[src/rtl/image_chunk_tx_pkg.sv]
// Shared definitions for the image chunk transmitter: word width, default
// frame geometry, the chunk-count helper and the FSM state encoding.
package image_chunk_tx_pkg;

   localparam int WORD_W              = 32;
   localparam int DEFAULT_FRAME_BITS  = 800;
   localparam int DEFAULT_CHUNK_WORDS = 14;

   typedef enum logic [2:0] {
      IDLE,
      SETUP,
      PRESENT,
      RELEASE,
      GAP
   } txState_t;

   // Number of chunks needed to carry a frame, rounding the last one up.
   function automatic int chunkCount(input int frameBits, input int chunkWords);
      return (frameBits + WORD_W * chunkWords - 1) / (WORD_W * chunkWords);
   endfunction

endpackage

[src/rtl/image_chunk_tx_mux.sv]
// Chunk selector: picks the current chunk out of the latched frame and
// zero-fills every word slot that lies beyond the end of the frame.
module image_chunk_mux
   import image_chunk_tx_pkg::*;
#(
   parameter int FRAME_BITS  = DEFAULT_FRAME_BITS,
   parameter int CHUNK_WORDS = DEFAULT_CHUNK_WORDS,
   parameter int N_CHUNKS    = chunkCount(DEFAULT_FRAME_BITS, DEFAULT_CHUNK_WORDS),
   parameter int IDX_W       = 1
) (
   input  logic [FRAME_BITS-1:0]         frame,
   input  logic [IDX_W-1:0]              chunkIdx,
   output logic [WORD_W*CHUNK_WORDS-1:0] chunkData
);

   localparam int CHUNK_BITS = WORD_W * CHUNK_WORDS;
   localparam int PAD_BITS   = N_CHUNKS * CHUNK_BITS;

   logic [PAD_BITS-1:0] padded;

   // Extend the frame to a whole number of chunks with zeros on top.
   always_comb begin
      padded                   = '0;
      padded[FRAME_BITS-1:0]   = frame;
   end

   // Select the chunk addressed by the index; unused index codes give zero.
   always_comb begin
      chunkData = '0;
      for (int c = 0; c < N_CHUNKS; c++) begin
         if (chunkIdx == IDX_W'(c)) begin
            chunkData = padded[c*CHUNK_BITS +: CHUNK_BITS];
         end
      end
   end

endmodule

[src/rtl/image_chunk_tx.sv]
// Image chunk transmitter: latches a frame on request and hands it to a
// receiver one chunk at a time over a four-phase NEXT/ACK handshake, with
// a programmable idle gap between chunks.
module image_chunk_tx
   import image_chunk_tx_pkg::*;
#(
   parameter int FRAME_BITS  = DEFAULT_FRAME_BITS,
   parameter int CHUNK_WORDS = DEFAULT_CHUNK_WORDS,
   parameter int GAP_CYCLES  = 2
) (
   input  logic                          iCLK,
   input  logic                          iRESET,
   input  logic                          iSTART,
   input  logic [FRAME_BITS-1:0]         iFRAME,
   input  logic                          iACK,
   output logic [WORD_W*CHUNK_WORDS-1:0] oDATA,
   output logic                          oNEXT,
   output logic                          oFINISH,
   output logic                          oBUSY,
   output logic                          oDONE
);

   localparam int N_CHUNKS = chunkCount(FRAME_BITS, CHUNK_WORDS);
   localparam int IDX_W    = (N_CHUNKS > 1) ? $clog2(N_CHUNKS) : 1;
   localparam logic [IDX_W-1:0] LAST_IDX = IDX_W'(N_CHUNKS - 1);

   txState_t              state;
   txState_t              nextState;
   logic [IDX_W-1:0]      chunkIdx;
   logic [3:0]            gapCnt;
   logic [FRAME_BITS-1:0] frameReg;
   logic                  nextReg;

   logic lastChunk;
   logic gapExpired;
   logic loadFrame;
   logic advanceChunk;
   logic loadGap;
   logic countGap;
   logic doneNow;

   assign lastChunk  = (chunkIdx == LAST_IDX);
   assign gapExpired = (gapCnt <= 4'd1);

   // Next-state and datapath control; the gap counter is loaded with the
   // gap length and the last gap cycle is the one where it holds 1, so the
   // gap lasts exactly GAP_CYCLES cycles.
   always_comb begin
      nextState    = state;
      loadFrame    = 1'b0;
      advanceChunk = 1'b0;
      loadGap      = 1'b0;
      countGap     = 1'b0;
      doneNow      = 1'b0;
      case (state)
         IDLE: begin
            if (iSTART) begin
               nextState = SETUP;
               loadFrame = 1'b1;
            end
         end
         SETUP: begin
            nextState = PRESENT;
         end
         PRESENT: begin
            if (iACK) begin
               nextState = RELEASE;
            end
         end
         RELEASE: begin
            if (!iACK) begin
               nextState = GAP;
               loadGap   = 1'b1;
            end
         end
         GAP: begin
            if (gapExpired) begin
               if (lastChunk) begin
                  nextState = IDLE;
                  doneNow   = 1'b1;
               end else begin
                  nextState    = SETUP;
                  advanceChunk = 1'b1;
               end
            end else begin
               countGap = 1'b1;
            end
         end
         default: begin
            nextState = IDLE;
         end
      endcase
   end

   // State register plus a registered copy of "presenting" so oNEXT comes
   // straight from a flop and cannot glitch.
   always_ff @(posedge iCLK or posedge iRESET) begin
      if (iRESET) begin
         state   <= IDLE;
         nextReg <= 1'b0;
      end else begin
         state   <= nextState;
         nextReg <= (nextState == PRESENT);
      end
   end

   // Frame latch, chunk index and gap counter; the frame is captured only
   // on an accepted start, so requests during a transfer leave it alone.
   always_ff @(posedge iCLK or posedge iRESET) begin
      if (iRESET) begin
         frameReg <= '0;
         chunkIdx <= '0;
         gapCnt   <= '0;
      end else begin
         if (loadFrame) begin
            frameReg <= iFRAME;
            chunkIdx <= '0;
         end else if (advanceChunk) begin
            chunkIdx <= chunkIdx + IDX_W'(1);
         end
         if (loadGap) begin
            gapCnt <= 4'(GAP_CYCLES);
         end else if (countGap) begin
            gapCnt <= gapCnt - 4'd1;
         end
      end
   end

   image_chunk_mux #(
      .FRAME_BITS  (FRAME_BITS),
      .CHUNK_WORDS (CHUNK_WORDS),
      .N_CHUNKS    (N_CHUNKS),
      .IDX_W       (IDX_W)
   ) chunkMux (
      .frame     (frameReg),
      .chunkIdx  (chunkIdx),
      .chunkData (oDATA)
   );

   assign oNEXT   = nextReg;
   assign oBUSY   = (state != IDLE);
   assign oFINISH = oBUSY && lastChunk;
   assign oDONE   = doneNow;

endmodule

[config.mk]
export PLATFORM = sky130hd
export DESIGN_NAME = image_chunk_tx
export DESIGN_NICKNAME = d
export VERILOG_FILES = /design/src/rtl/image_chunk_tx_pkg.sv /design/src/rtl/image_chunk_tx_mux.sv /design/src/rtl/image_chunk_tx.sv
export SDC_FILE = /design/constraint.sdc
export NUM_CORES = 1
export LEC_CHECK = 0
export ABC_AREA = 0
export BUFFER_PORTS_ARGS = -buffer_cell sky130_fd_sc_hd__buf_4
export CAP_MARGIN = 20
export CORE_AREA = 2 2 483 485
export DETAILED_ROUTE_END_ITERATION = 8
export DIE_AREA = 0 0 485 487
export GPL_TIMING_DRIVEN = 0
export SLEW_MARGIN = 10
export SYNTH_ARGS = -nofsm -noshare
export SYNTH_HDL_FRONTEND = slang
export SYNTH_HIERARCHICAL = 1
export SYNTH_SLANG_ARGS = --single-unit
[constraint.sdc]
create_clock -name iCLK -period 22.5 [get_ports iCLK]
set_input_delay 1.125 -clock iCLK [delete_from_list [all_inputs] [get_ports iCLK]]
set_output_delay 1.125 -clock iCLK [all_outputs]
set_load 0.01 [all_outputs]
# --- Word level (Yosys, flattened, before mapping) ---
# Index checks and enable logic that the tools add are counted.
word_totals:
  ff_bits: 809
  out_inout_bits: 452
  word_cells: 41
classes:
  n_addsub: 2
  magnitude_cmp: 1
  eq_ne: 5
  mux: 23
  n_reduce_logical: 5
op_table:
  columns: ["cell", "count"]
  rows:
  - ["448-bit two-way mux", 1]
  - ["1-bit two-way mux", 15]
  - ["3-bit one-hot mux with 5 select lines", 1]
  - ["3-bit two-way mux", 4]
  - ["3-bit by 2-bit == test with 1-bit output, second input constant", 3]
  - ["4-bit two-way mux", 2]
  - ["4-bit by 1-bit <= comparator with 1-bit output, second input constant", 1]
  - ["2-bit nonzero test", 2]
  - ["4-bit by 1-bit subtractor with 4-bit output, second input constant", 1]
  - ["3-bit by 1-bit == test with 1-bit output, second input constant", 1]
  - ["3-bit == test, second input constant", 1]
  - ["3-bit logical NOT", 1]
  - ["3-bit nonzero test", 1]
  - ["1-bit adder, second input constant", 1]
  - ["1-bit logical AND", 1]

# --- Depth between registers and ports, before layout ---
logic_depth:
  word_depth: 5
  mapped_depth: 7

# --- By module ---
# Netlist, hierarchy kept.
modules_own_cells:
  columns: ["mod", "instances", "cells_per_inst", "area_per_inst_um2", "seq_area_each_um2"]
  rows:
  - ["image_chunk_tx", 1, 1738, 34236.6, 20244.4]
  - ["image_chunk_mux", 1, 498, 6228.5, 0.0]

# --- Worst setup path after synthesis ---
# No wires, ideal clock.
synth_timing:
  path_kind: "reg-to-output"
  startpoint: "register chunkIdx"
  endpoint: "output oDATA[228]"
  t_arrival_ns: 1.142
  required_time_ns: 21.375
  setup_slack_ns: 20.233
  stages_incl_launch_ff: 5
  path_buffers: 3
  cell_sequence: "dfrtp_1 buf_6 buf_8 buf_8 mux2_4"
synth_between:
  elab_chain_len: 1
synth_rtl:
  columns: ["element", "line_no", "source"]
  rows:
  - ["from (decl)", "image_chunk_tx.sv:29", "logic [IDX_W-1:0] chunkIdx;"]
  - ["from (signal assigned)", "image_chunk_tx.sv:119", "chunkIdx <= chunkIdx + IDX_W'(1);"]
  - ["448-bit two-way mux", "image_chunk_tx_mux.sv:31", "if (chunkIdx == IDX_W'(c)) begin"]
  - ["to (decl)", "image_chunk_tx.sv:16", "output logic [WORD_W*CHUNK_WORDS-1:0] oDATA,"]
# No other way between the ends.

# --- Final worst setup path ---
layout_timing:
  startpoint: "register chunkIdx"
  endpoint: "output oDATA[385]"
# Same word-level chain as after synthesis.

==> metrics.txt <==
total iterations of the first detailed-routing run=5; CTS Sinks=about 810; Final #Nets=4425; Power Total=between 9000 and 10000 µW; Crit path largest cell delay=0.57 ns; status=finished, final reports clean; PostCTS Resize Cnt=0; Total GRT Usage=0.1581; Final Max Tran Viols=0; fin area=between 0.05 and 0.06 mm²; Yosys top cell area share=0.5003; ys flop type=dfrtp_1; PwrDens=around 170 mW/mm²; Max-slew headroom=0.4796; Leak=0.02692 µW; gpl congestion=0.8870; CTS tree=built; RSZ-0062 raised after global routing=no; total CTS buffers=101; fraction of layout cells with a size suffix above 1=0.7407; Starting Density=0.1748; Routed Antenna Nets=0; syn nets=~3.0k; Die Wd=between 400 and 500 µm; post-layout minimum cycle time=3.815 ns; reg-to-reg startpoint=state[2]; TNS Setup=0 ns; Synth Instances=~2.2k; Critical-path top delay cell=nor2b_1; HP Class=in -> async; setup bufs post-CTS=0; worst r2r dst=frameReg[161]; dpl hpwl=approximately 160 mm; Seq cells post-synth=809; number of enable flip-flop cells after synthesis=0; DR iter-0 viols=between 1k and 1.5k; vias in the first global route=roughly 27k; Synth Warn #=6; post-layout util=0.2494; most used standard cell by instance count after synthesis=mux2_4; clk_skew=around 0.052 ns; clk slew on worst S/H paths=roughly 0.060 ns; CP endpoint kind=output pin; clock tree buffer depth=3; critical path class=reg -> out; Max-cap violations=0; Ports=between 1k and 1.5k; placed instance count=between 6k and 7k; Floorplan Core Area=between 0.2 and 0.25 mm²; count of final setup violators=0; Post-CTS Hold Fix Bufs=0; input/output buffers=between 1k and 1.5k; clk_lat worst skew=0.77 ns; Async SR Flop Fraction=1.000; Cell variety after synth=28; DRC violation count after routing=0; overall die height=around 500 µm; H-tree levels=3; Mapped Area=0.04047 mm²; Synth area leaders=dfrtp_1, mux2_4, buf_12; critical path cell sequence=buf_6 > buf_6 > clkbuf_1 > nor2b_1 > buf_4; initial antenna violation count=55; overall overflow remaining after global route=0; Post-synth top cells=mux2_4, dfrtp_1, nor2b_1; CP arrival=~2.7 ns; worst-margin pin slew=between 0.7 and 0.8 ns; Register-to-Register Path Depth=7; Layout area overhead=42.64%; Max IR drop VDD=between 0.08 and 0.09 mV; Seq/Total Area, Yosys=0.5003; crit share post-route=0.1695; CTS root buf=clkbuf_16; largest net degree at the start of global routing=38; Routed WL=a little under 200 mm; Post-DP Area=roughly 0.054 mm²; Avg Inst Size Synth=~18 µm²; critical path startpoint=chunkIdx; row count=177; cell accounting for the most synthesized area=dfrtp_1; register-to-register setup slack=approximately 20 ns; Hold Fails Final Rpt=0; maximum clock rate=approximately 0.26 GHz; Setup crit start kind=flop; CP most frequent cell=buf_6; first-pass GRT wire length=253.3 mm; DR vias/cell=~3.7; CP Data Required Time=between 20 and 25 ns; Non-Filler Instances=just under 7k; Die Footprint=between 0.2 and 0.25 mm²; Vias=around 25k; Crit Path Max Fanout=10; WL per Instance=about 29 µm
## flip-flops by register name (all words and copies together), names as in the netlist
register / flops
chunkIdx: 1
frameReg: 800
gapCnt: 4
oNEXT: 1
state: 3
## worst max-delay path: cells and delay by family (launching register included)
| kind | cells | cell delay [ns] |
|---|---|---|
| buffers and inverters | 4 | 0.92 |
| flip-flops | 1 | 0.40 |
| AND/OR/NAND/NOR | 1 | 0.57 |
## area by class of cell
cell class,instances,area (µm²)
tap,3043,3807
inverter,5,22.52
sequential,809,20240
clock inverter,40,536.8
fill,23938,173700
timing repair buffer,1280,9922
buffer,140,2315
multi-input combinational,1282,17890
antenna,12,30.03
clock buffer,142,2953
## per-stage QoR
step | hold slack (ns) | worst slack [ns]
floorplan | 0.4698 | 10.27
detailed placement | 0.4871 | 18.32
CTS | 0.4079 | 18.50
global route | 0.5066 | 18.56
global placement | 0.4840 | 4.577
finish | 0.4895 | 18.69
## metal layers
layer	wire length, µm	GRT usage
met5	149	0
met1	77000	0.1855
met2	88960	0.2537
met3	21270	0.07418
met4	5446	0.05054
## cell families after synthesis
| family | share of synthesized area |
|---|---|
| buffers and inverters | 0.05767 |
| flip-flops | 0.5003 |
| adder cells (fa/ha/maj) | 0.0006183 |
| AND/OR/NAND/NOR | 0.01796 |
| multiplexers | 0.4222 |
| XOR/XNOR | 0.0002165 |
| AO/OA/AOI/OAI | 0.001052 |
## power by group
group	switching, µW	internal [µW]
sequential	506	2210
clock	726	1010
combinational	2220	2890
## worst max path at each step
stage          slack (ns)            end  depth (start not counted)
2_1_floorplan       10.27       chunkIdx                          1
3_3_place_gp         4.58  frameReg[166]                          2
3_5_place_dp        18.32  frameReg[614]                         11
4_1_cts             18.50      oDATA[11]                          4
5_1_grt             18.56     oDATA[385]                          5
6_report            18.69     oDATA[385]                          5
## placed cells by master, fill, tap and decap left out, types with 3 or more instances in the layout
master      instances
buf_4            1257
buf_6              26
diode_2            12
nand2_1             4
clkbuf_16         102
mux2_4           1090
inv_1               4
clkbuf_8           25
buf_2               7
bufinv_16           8
clkbuf_1           19
nor2_1              8
nor2b_1            97
inv_6               7
mux2_2             62
dfrtp_1           809
nor3_1              3
clkinv_2           14
clkinvlp_4          6
buf_12            113
buf_8              13
clkinv_16           3
(Power assumes the default switching activity.)
